`src/rtl/nv_hs4_pkg.sv`:
```
// Shared definitions for the 4-phase REQ/ACK destination responder.
package nv_hs4_pkg;

    // Responder FSM encoding; 2'd3 is unused and recovers to IDLE.
    typedef enum logic [1:0] {
        ST_IDLE  = 2'd0,
        ST_VALID = 2'd1,
        ST_ACK   = 2'd2
    } state_e;

    // Legal depth of the request synchroniser.
    localparam int SYNC_STAGES_MIN = 2;
    localparam int SYNC_STAGES_MAX = 4;

endpackage

```
`src/rtl/nv_sync_bit_srst.sv`:
```
// N-stage single-bit synchroniser with synchronous active-high clear.
module nv_sync_bit_srst #(
    parameter int STAGES = 3
) (
    input  logic clk,
    input  logic rst,
    input  logic d,
    output logic q
);

    (* ASYNC_REG = "TRUE" *) logic [STAGES-1:0] sync_q;

    // Shift the asynchronous level through the chain; clear wipes every stage.
    always_ff @(posedge clk) begin
        if (rst) begin
            sync_q <= '0;
        end else begin
            sync_q <= {sync_q[STAGES-2:0], d};
        end
    end

    assign q = sync_q[STAGES-1];

endmodule

```
`src/rtl/nv_hs4_dst_responder.sv`:
```
// Destination end of a 4-phase level REQ/ACK crossing: synchronises the
// request, captures the bundled word, offers it on valid/ready and returns
// a registered acknowledge level.
module nv_hs4_dst_responder
    import nv_hs4_pkg::*;
#(
    parameter int DW          = 32,
    parameter int SYNC_STAGES = 3
) (
    input  logic          DST_CLK,
    input  logic          DST_RST,
    input  logic          SRC_REQ,
    input  logic [DW-1:0] SRC_DATA,
    output logic          DST_ACK,
    output logic          DST_VALID,
    output logic [DW-1:0] DST_DATA,
    input  logic          DST_READY,
    output logic          DST_BUSY,
    output logic          PROT_ERR,
    input  logic          ERR_CLR
);

    if ((SYNC_STAGES < SYNC_STAGES_MIN) || (SYNC_STAGES > SYNC_STAGES_MAX)) begin : g_bad_sync_stages
        $error("nv_hs4_dst_responder: SYNC_STAGES must lie in 2..4");
    end

    logic          req_s;
    state_e        state_q, state_d;
    logic          valid_q, valid_d;
    logic          ack_q, ack_d;
    logic          busy_q, busy_d;
    logic          err_q, err_d;
    logic          err_set;
    logic [DW-1:0] data_q, data_d;

    nv_sync_bit_srst #(
        .STAGES(SYNC_STAGES)
    ) u_req_sync (
        .clk(DST_CLK),
        .rst(DST_RST),
        .d  (SRC_REQ),
        .q  (req_s)
    );

    // Next-state and next-output logic; every output is registered below.
    always_comb begin
        state_d = state_q;
        valid_d = valid_q;
        ack_d   = ack_q;
        data_d  = data_q;
        err_set = 1'b0;
        unique case (state_q)
            ST_IDLE: begin
                // SRC_DATA is stable here because the source holds it until ACK.
                if (req_s) begin
                    data_d  = SRC_DATA;
                    valid_d = 1'b1;
                    state_d = ST_VALID;
                end
            end
            ST_VALID: begin
                // Request withdrawn before the word was acknowledged.
                if (!req_s) begin
                    err_set = 1'b1;
                end
                if (DST_READY) begin
                    valid_d = 1'b0;
                    ack_d   = 1'b1;
                    state_d = ST_ACK;
                end
            end
            ST_ACK: begin
                if (!req_s) begin
                    ack_d   = 1'b0;
                    state_d = ST_IDLE;
                end
            end
            default: begin
                valid_d = 1'b0;
                ack_d   = 1'b0;
                err_set = 1'b1;
                state_d = ST_IDLE;
            end
        endcase
        busy_d = (state_d != ST_IDLE);
        // Sticky error: a fresh violation outranks a same-cycle clear.
        if (err_set) begin
            err_d = 1'b1;
        end else if (ERR_CLR) begin
            err_d = 1'b0;
        end else begin
            err_d = err_q;
        end
    end

    // State, handshake outputs, capture register and error flag.
    always_ff @(posedge DST_CLK) begin
        if (DST_RST) begin
            state_q <= ST_IDLE;
            valid_q <= 1'b0;
            ack_q   <= 1'b0;
            busy_q  <= 1'b0;
            err_q   <= 1'b0;
            data_q  <= '0;
        end else begin
            state_q <= state_d;
            valid_q <= valid_d;
            ack_q   <= ack_d;
            busy_q  <= busy_d;
            err_q   <= err_d;
            data_q  <= data_d;
        end
    end

    assign DST_ACK   = ack_q;
    assign DST_VALID = valid_q;
    assign DST_DATA  = data_q;
    assign DST_BUSY  = busy_q;
    assign PROT_ERR  = err_q;

endmodule

```
`config.mk`:
```
export PLATFORM = sky130hd
export DESIGN_NAME = nv_hs4_dst_responder
export DESIGN_NICKNAME = d
export VERILOG_FILES = /design/src/rtl/nv_hs4_pkg.sv /design/src/rtl/nv_sync_bit_srst.sv /design/src/rtl/nv_hs4_dst_responder.sv
export SDC_FILE = /design/constraint.sdc
export NUM_CORES = 1
export LEC_CHECK = 0
export CORE_ASPECT_RATIO = 0.6
export CORE_UTILIZATION = 43
export CTS_CLUSTER_DIAMETER = 100
export DETAILED_ROUTE_END_ITERATION = 7
export GPL_TIMING_DRIVEN = 0
export HOLD_SLACK_MARGIN = 0.15
export PLACE_DENSITY_LB_ADDON = 0.12
export SYNTH_ARGS = -nofsm -noshare
export SYNTH_HDL_FRONTEND = slang
export SYNTH_SLANG_ARGS = --single-unit
```
`constraint.sdc`:
```
create_clock -name DST_CLK -period 1.95 [get_ports DST_CLK]
set_input_delay 0.195 -clock DST_CLK [delete_from_list [all_inputs] [get_ports DST_CLK]]
set_output_delay 0.195 -clock DST_CLK [all_outputs]
set_load 0.01 [all_outputs]
```
==> impl_metrics.toml, run 1 <==
[logic_synthesis]
synth_top_cell_area_share_pct = 54.2
syn_inst = 172
ys_async_sr_fraction_pct = 0
ys_types = 19
synthesis.area_um2 = 1510
synth_edf_count = 0
syn_nets = 209
ys_ff_latch = 41
seq_area_frac_synth_pct = 54.2
synth_ff_type = "dfxtp_1"
yosysTopAreaCell = "dfxtp_1"
ys_top_cells_by_area = "dfxtp_1 54%, nand2_1 14%, a21oi_1 8.9%"
synth_warnings = 0
avgSynthCellArea_um2 = 8.80

[critical_path]
crit_chain = "clkdlybuf4s50_1"
r2r_start = "state_q[0]$_SDFF_PP0_"
path_buf_inv = 1
r2r-end = "DST_DATA[17]$_SDFFE_PP0P_"
crit_type = "flop to output pin"
crit_arrival_ps = 1220
rrSetupSlack_ps = 600
crit_slowest_cell = "clkdlybuf4s50_1"
crit_fanout = 2
required_ps = 1750
worstSetupStartpoint = "DST_DATA[17]$_SDFFE_PP0P_"
cpLargestDelayFamily = "buffers and inverters"
worstSetupStartpointType = "flop"
cp-end-kind = "output pin"
slowest_delay_ps = 560
r2r_cells = 6

[finish]
regArea_um2 = 821
multiInputGateArea_um2 = 591
nNetsFinal = 288
final_common_cell = "clkdlybuf4s50_1"
final_cell_mix = "72 x clkdlybuf4s50_1, 55 x nand2_1, 41 x dfxtp_1"
diodes = 0
drive_gt1_share_pct = 14.7
num-fill-cells = 281
design_area_um2 = 2390
area_growth_pct = 58.0

[sta]
max_freq_ghz = 0.705
period_minus_slack_ps = 1420
hold_ws_ps = 438
tns_ps = 0
hold_violations = 0
maxSlewHeadroom_pct = 58.0
setup_viol = 0
finalCritPeriodShare_pct = 72.7
grt_setup_unrepaired = "false"
finalMaxSlewViolations = 0
fin_ws_ps = 532
worst_slew_pin_slew_ps = 630
skew_ps = 4.21

[grt]
grt_use_total_pct = 18.2
antenna_found_initial = 0
grt_max_degree = 13
grt_overflow = 0
first_global_vias = 1083
grt_pass1_wl_mm = 4.95

[cts]
ctsResizeCount = 0
cts_max_path_buffers = 2
clock-sinks = 41
cts_hold_buffers = 0
clockRootBuffer = "clkbuf_8"
clk_latency_ps = 290
cts_htree_levels = 2
cts_tree = "built"
numCtsBuffers = 5
cts_setup_buffers = 0
clk_pin_slew_worst_paths_ps = 80

[place]
hpwlAfterDp_mm = 2.35
placed_cell_area_um2 = 2290
port-buffer-count = 72
globalplace.congestion = 0.692
place_ws_ps = 479

[worst_hold_path]
hold_path_end = "DST_DATA[2]$_SDFFE_PP0P_"
min_from = "SRC_DATA[2]"
min_path_cells = 3
hold_path_class = "primary input to flop"

[detailed_routing]
dr.first_iter.drc_count = 41
viasPerCell = 4.51
wl_per_cell_um = 11.2
ant_nets = 0
post-route-drc-count = 0
totalWireLength_mm = 3.31
vias = 1340
firstDrtPassIters = 4

[run]
maxCapViolations = 0

[die]
initial_core_util_pct = 45.8
die_y_um = 48.0
rows = 16
design.core.area_um2 = 3300
dieWidth_um = 78.6
die_area_um2 = 3770
io_pins = 73

[pwr]
power_density_nw_per_um2 = 690
ir_drop_v = 0.000482
total_power_mw = 1.65
leakagePower_nw = 0.817

[run_status]
status = "finished, final reports clean"
==> cell usage after synthesis, types with 2 or more instances <==
cell type	instances
o21ai_0	3
dfxtp_1	41
nor2b_1	4
clkbuf_1	2
nand2_1	55
a21oi_1	27
a21oi_2	10
nor2_1	3
inv_1	2
buf_2	3
buf_6	4
nand2_2	10
buf_1	2
==> worst min-delay path: cells and delay by family <==
| family | cells | cell delay (ps) |
|---|---|---|
| buffers and inverters | 1 | 390 |
| and+or+nand+nor | 1 | 50 |
| AOI/OAI and AO/OA | 1 | 50 |
==> registers in the layout, summed over array words and instances (netlist names) <==
signal	cells
DST_VALID	1
DST_BUSY	1
state_q	2
u_req_sync.sync_q	3
DST_DATA	32
PROT_ERR	1
DST_ACK	1
==> metrics by stage <==
step           utilization, %  std cells
2_1_floorplan               -        172
3_3_place_gp             69.4        289
3_5_place_dp             69.4        289
4_1_cts                  72.4        297
5_1_grt                  72.4        297
6_report                 72.4        297
==> worst max-delay path by stage <==
stage,to,depth (start not counted)
2_1_floorplan,DST_DATA[19]$_SDFFE_PP0P_,6
3_3_place_gp,state_q[1]$_SDFF_PP0_,3
3_5_place_dp,DST_ACK$_SDFFE_PP0P_,3
4_1_cts,DST_DATA[17],1
5_1_grt,DST_DATA[24],1
6_report,DST_DATA[17],1
==> cell families (layout without fill, tap and decap cells) <==
logic type,count (synthesis),count (layout),share of synthesized area (%)
AOI/OAI and AO/OA,41,41,16.3
buffers and inverters,14,94,6.78
DFF,41,41,54.2
and+or+nand+nor,76,76,22.7
==> power by group <==
| group | total [mW] | switching (mW) | internal [mW] |
|---|---|---|---|
| Clock | 0.601 | 0.281 | 0.320 |
| Sequential | 0.867 | 0.0103 | 0.857 |
| Combinational | 0.182 | 0.0676 | 0.115 |
| Total | 1.65 | 0.359 | 1.29 |
==> metal layers <==
layer / vias up / share of wire (%) / wire, µm / global-route usage (%)
met5: - / 0 / 0 / 0
met4: 0 / 1.1 / 37 / 7.78
met3: 7 / 9.2 / 304 / 8.95
met2: 43 / 41 / 1350 / 26.1
met1: 582 / 49 / 1620 / 23.4
li1: 708 / - / - / -
==> final cells by class <==
type                            count  share of cell area (%)
Sequential cell                    41                    34.3
Clock inverter                      1                   0.209
Tap cell                           45                    2.35
Buffer                             12                    3.97
Multi-Input combinational cell    117                    24.7
Inverter                            2                   0.314
Timing Repair Buffer               72                    30.1
Clock buffer                        7                    4.03
Power figures use the tool's default switching activity.
==> inputs of run 2 (changes only) <==
- CORE_UTILIZATION: 43 -> 36
- clock period: 1.95 -> 1.3 ns (I/O delays scaled with it)
==> run 2 against run 1 <==
  * Combinational power is 60% higher
  * Clock-buffer cell count is 2 lower
  * Sequential share of layout area shrank 2.2 points
  * Critical path type is now flop to flop
==> impl_metrics.toml, run 2 (same netlist as run 1, synthesis figures left out) <==
[sta]
hold_violations = 0
setup_viol = 0
finalMaxSlewViolations = 0
grt_setup_unrepaired = "true"
worst_slew_pin_slew_ps = 628
period_minus_slack_ps = 1300
finalCritPeriodShare_pct = 99.8
maxSlewHeadroom_pct = 58.1
skew_ps = 3.79
fin_ws_ps = 3.12
max_freq_ghz = 0.771

[grt]
grt_overflow = 0
grt_max_degree = 12
antenna_found_initial = 0
grt_pass1_wl_mm = 5.86
grt_use_total_pct = 17.5
first_global_vias = 1313

[cts]
clock-sinks = 41
cts_max_path_buffers = 2
cts_tree = "built"
cts_hold_buffers = 0
clk_latency_ps = 290
numCtsBuffers = 5
clk_pin_slew_worst_paths_ps = 70
cts_htree_levels = 2
clockRootBuffer = "clkbuf_8"

[critical_path]
crit_fanout = 10
worstSetupStartpointType = "flop"
r2r_cells = 5
required_ps = 1460
crit_type = "flop to flop"
worstSetupStartpoint = "state_q[0]$_SDFF_PP0_"
cp-end-kind = "flop"
crit_arrival_ps = 1450
r2r_start = "state_q[0]$_SDFF_PP0_"

[run_status]
status = "finished, final reports clean"

[die]
design.core.area_um2 = 3850
rows = 17
initial_core_util_pct = 39.3
dieWidth_um = 85.7
io_pins = 73
die_area_um2 = 4480
die_y_um = 52.2

[pwr]
power_frac_comb_pct = 12.5
clkPwrFrac_pct = 32.0
internal_power_mw = 1.82
ir_drop_v = 0.000514
switching_power_mw = 0.522
p_seq_share_pct = 55.6
swShare_pct = 22.3
power_density_nw_per_um2 = 906
leakagePower_nw = 1.27

[finish]
nNetsFinal = 295
diodes = 0
fin_util_pct = 67.0
area_growth_pct = 70.4
final_cell_mix = "54 x nand2_1, 38 x dfxtp_1, 37 x clkdlybuf4s50_1"
drive_gt1_share_pct = 18.3
largest_register_ffs = 32
final_common_cell = "nand2_1"

[detailed_routing]
firstDrtPassIters = 4
drt-met1-wl_mm = 1.80
wl_per_cell_um = 11.9
post-route-drc-count = 0
ant_nets = 0
vias = 1389
dr_wl_met3_um = 298
top_layer_used = "met4"
dr.first_iter.drc_count = 21
wl_met2_mm = 1.60
viasPerCell = 4.42
totalWireLength_mm = 3.73

[place]
hpwlAfterDp_mm = 2.53
place_ws_ps = -169
globalplace.congestion = 0.724
port-buffer-count = 72

[worst_hold_path]
min_from = "SRC_DATA[28]"
min_path_cells = 3
hold_path_class = "primary input to flop"

[run]
maxCapViolations = 0
run 2: cell count changes in the layout (fill, tap and decap cells not counted), moves of 3 or more:
| cell | change |
|---|---|
| dlymetal6s2s_1 | +17 |
| nand2_2 | -8 |
| buf_8 | +3 |
| nand2_4 | +9 |
| dlygate4sd2_1 | +18 |
| clkdlybuf4s50_1 | -35 |
| dfxtp_1 | -3 |
| buf_2 | -3 |
| buf_4 | +5 |
run 2: power by group through the flow:
stage          combinational (mW)  sequential (mW)  clock, mW
2_1_floorplan              0.0848             1.34          0
3_3_place_gp                0.275             1.33          0
3_5_place_dp                0.275             1.33          0
4_1_cts                     0.279             1.30      0.769
5_1_grt                     0.319             1.30      0.827
6_report                    0.292             1.30      0.747
run 2: repair_timing:
item | in CTS | in global routing
buffers inserted | 4 | 2
cloned | 1 | 1
endpoints found under the setup margin | 48 | 46
gates resized for setup | 28 | 34
pin swaps | 1 | 11
run 2: layer usage:
metal | global-route usage, % | vias up
met3 | 7.40 | 6
met5 | 0 | -
met1 | 22.6 | 619
met4 | 5.83 | 0
li1 | - | 722
met2 | 26.7 | 42
run 2: layout make-up:
| type | instances | area (µm²) |
|---|---|---|
| buffer | 11 | 110 |
| clock buffer | 5 | 68.8 |
| clock inverter | 1 | 5.00 |
| fill | 347 | 1270 |
| inverter | 2 | 7.51 |
| multi-input combinational | 117 | 642 |
| sequential | 41 | 830 |
| tap | 57 | 71.3 |
| timing repair buffer | 80 | 846 |
run 2: path summary, 6_finish.rpt:
kind | end | slack (ps)
worst min-delay path | DST_DATA[28]$_SDFFE_PP0P_ | 390
worst max register to register | DST_DATA[8]$_SDFFE_PP0P_ | 3
worst max-delay path | DST_DATA[8]$_SDFFE_PP0P_ | 3
worst min register to register | u_req_sync.sync_q[2]$_SDFF_PP0_ | 440
run 2: critical path: stages (launching register included):
cell and delay, ps:
dfxtp_4 350, or3b_1 380, buf_6 160, buf_6 140, nand2_1 70, a21oi_1 70
run 2: through the flow:
step	TNS, ps	total power [mW]	hold WS [ps]	instances	instance area, µm²
floorplan	0	1.43	221	172	1510
global placement	-2640	1.60	420	301	2310
finish	0	2.34	385	314	2580
CTS	-9.04	2.35	380	311	2420
global route	-554	2.45	398	314	2580
detailed placement	-2660	1.61	425	301	2310
==> inputs of run 3 (changes only) <==
- ABC_AREA: default -> 0
- SLEW_MARGIN: default -> 20
==> results of run 3 <==
Final layout, timing and power as in run 2 (identical DEF).
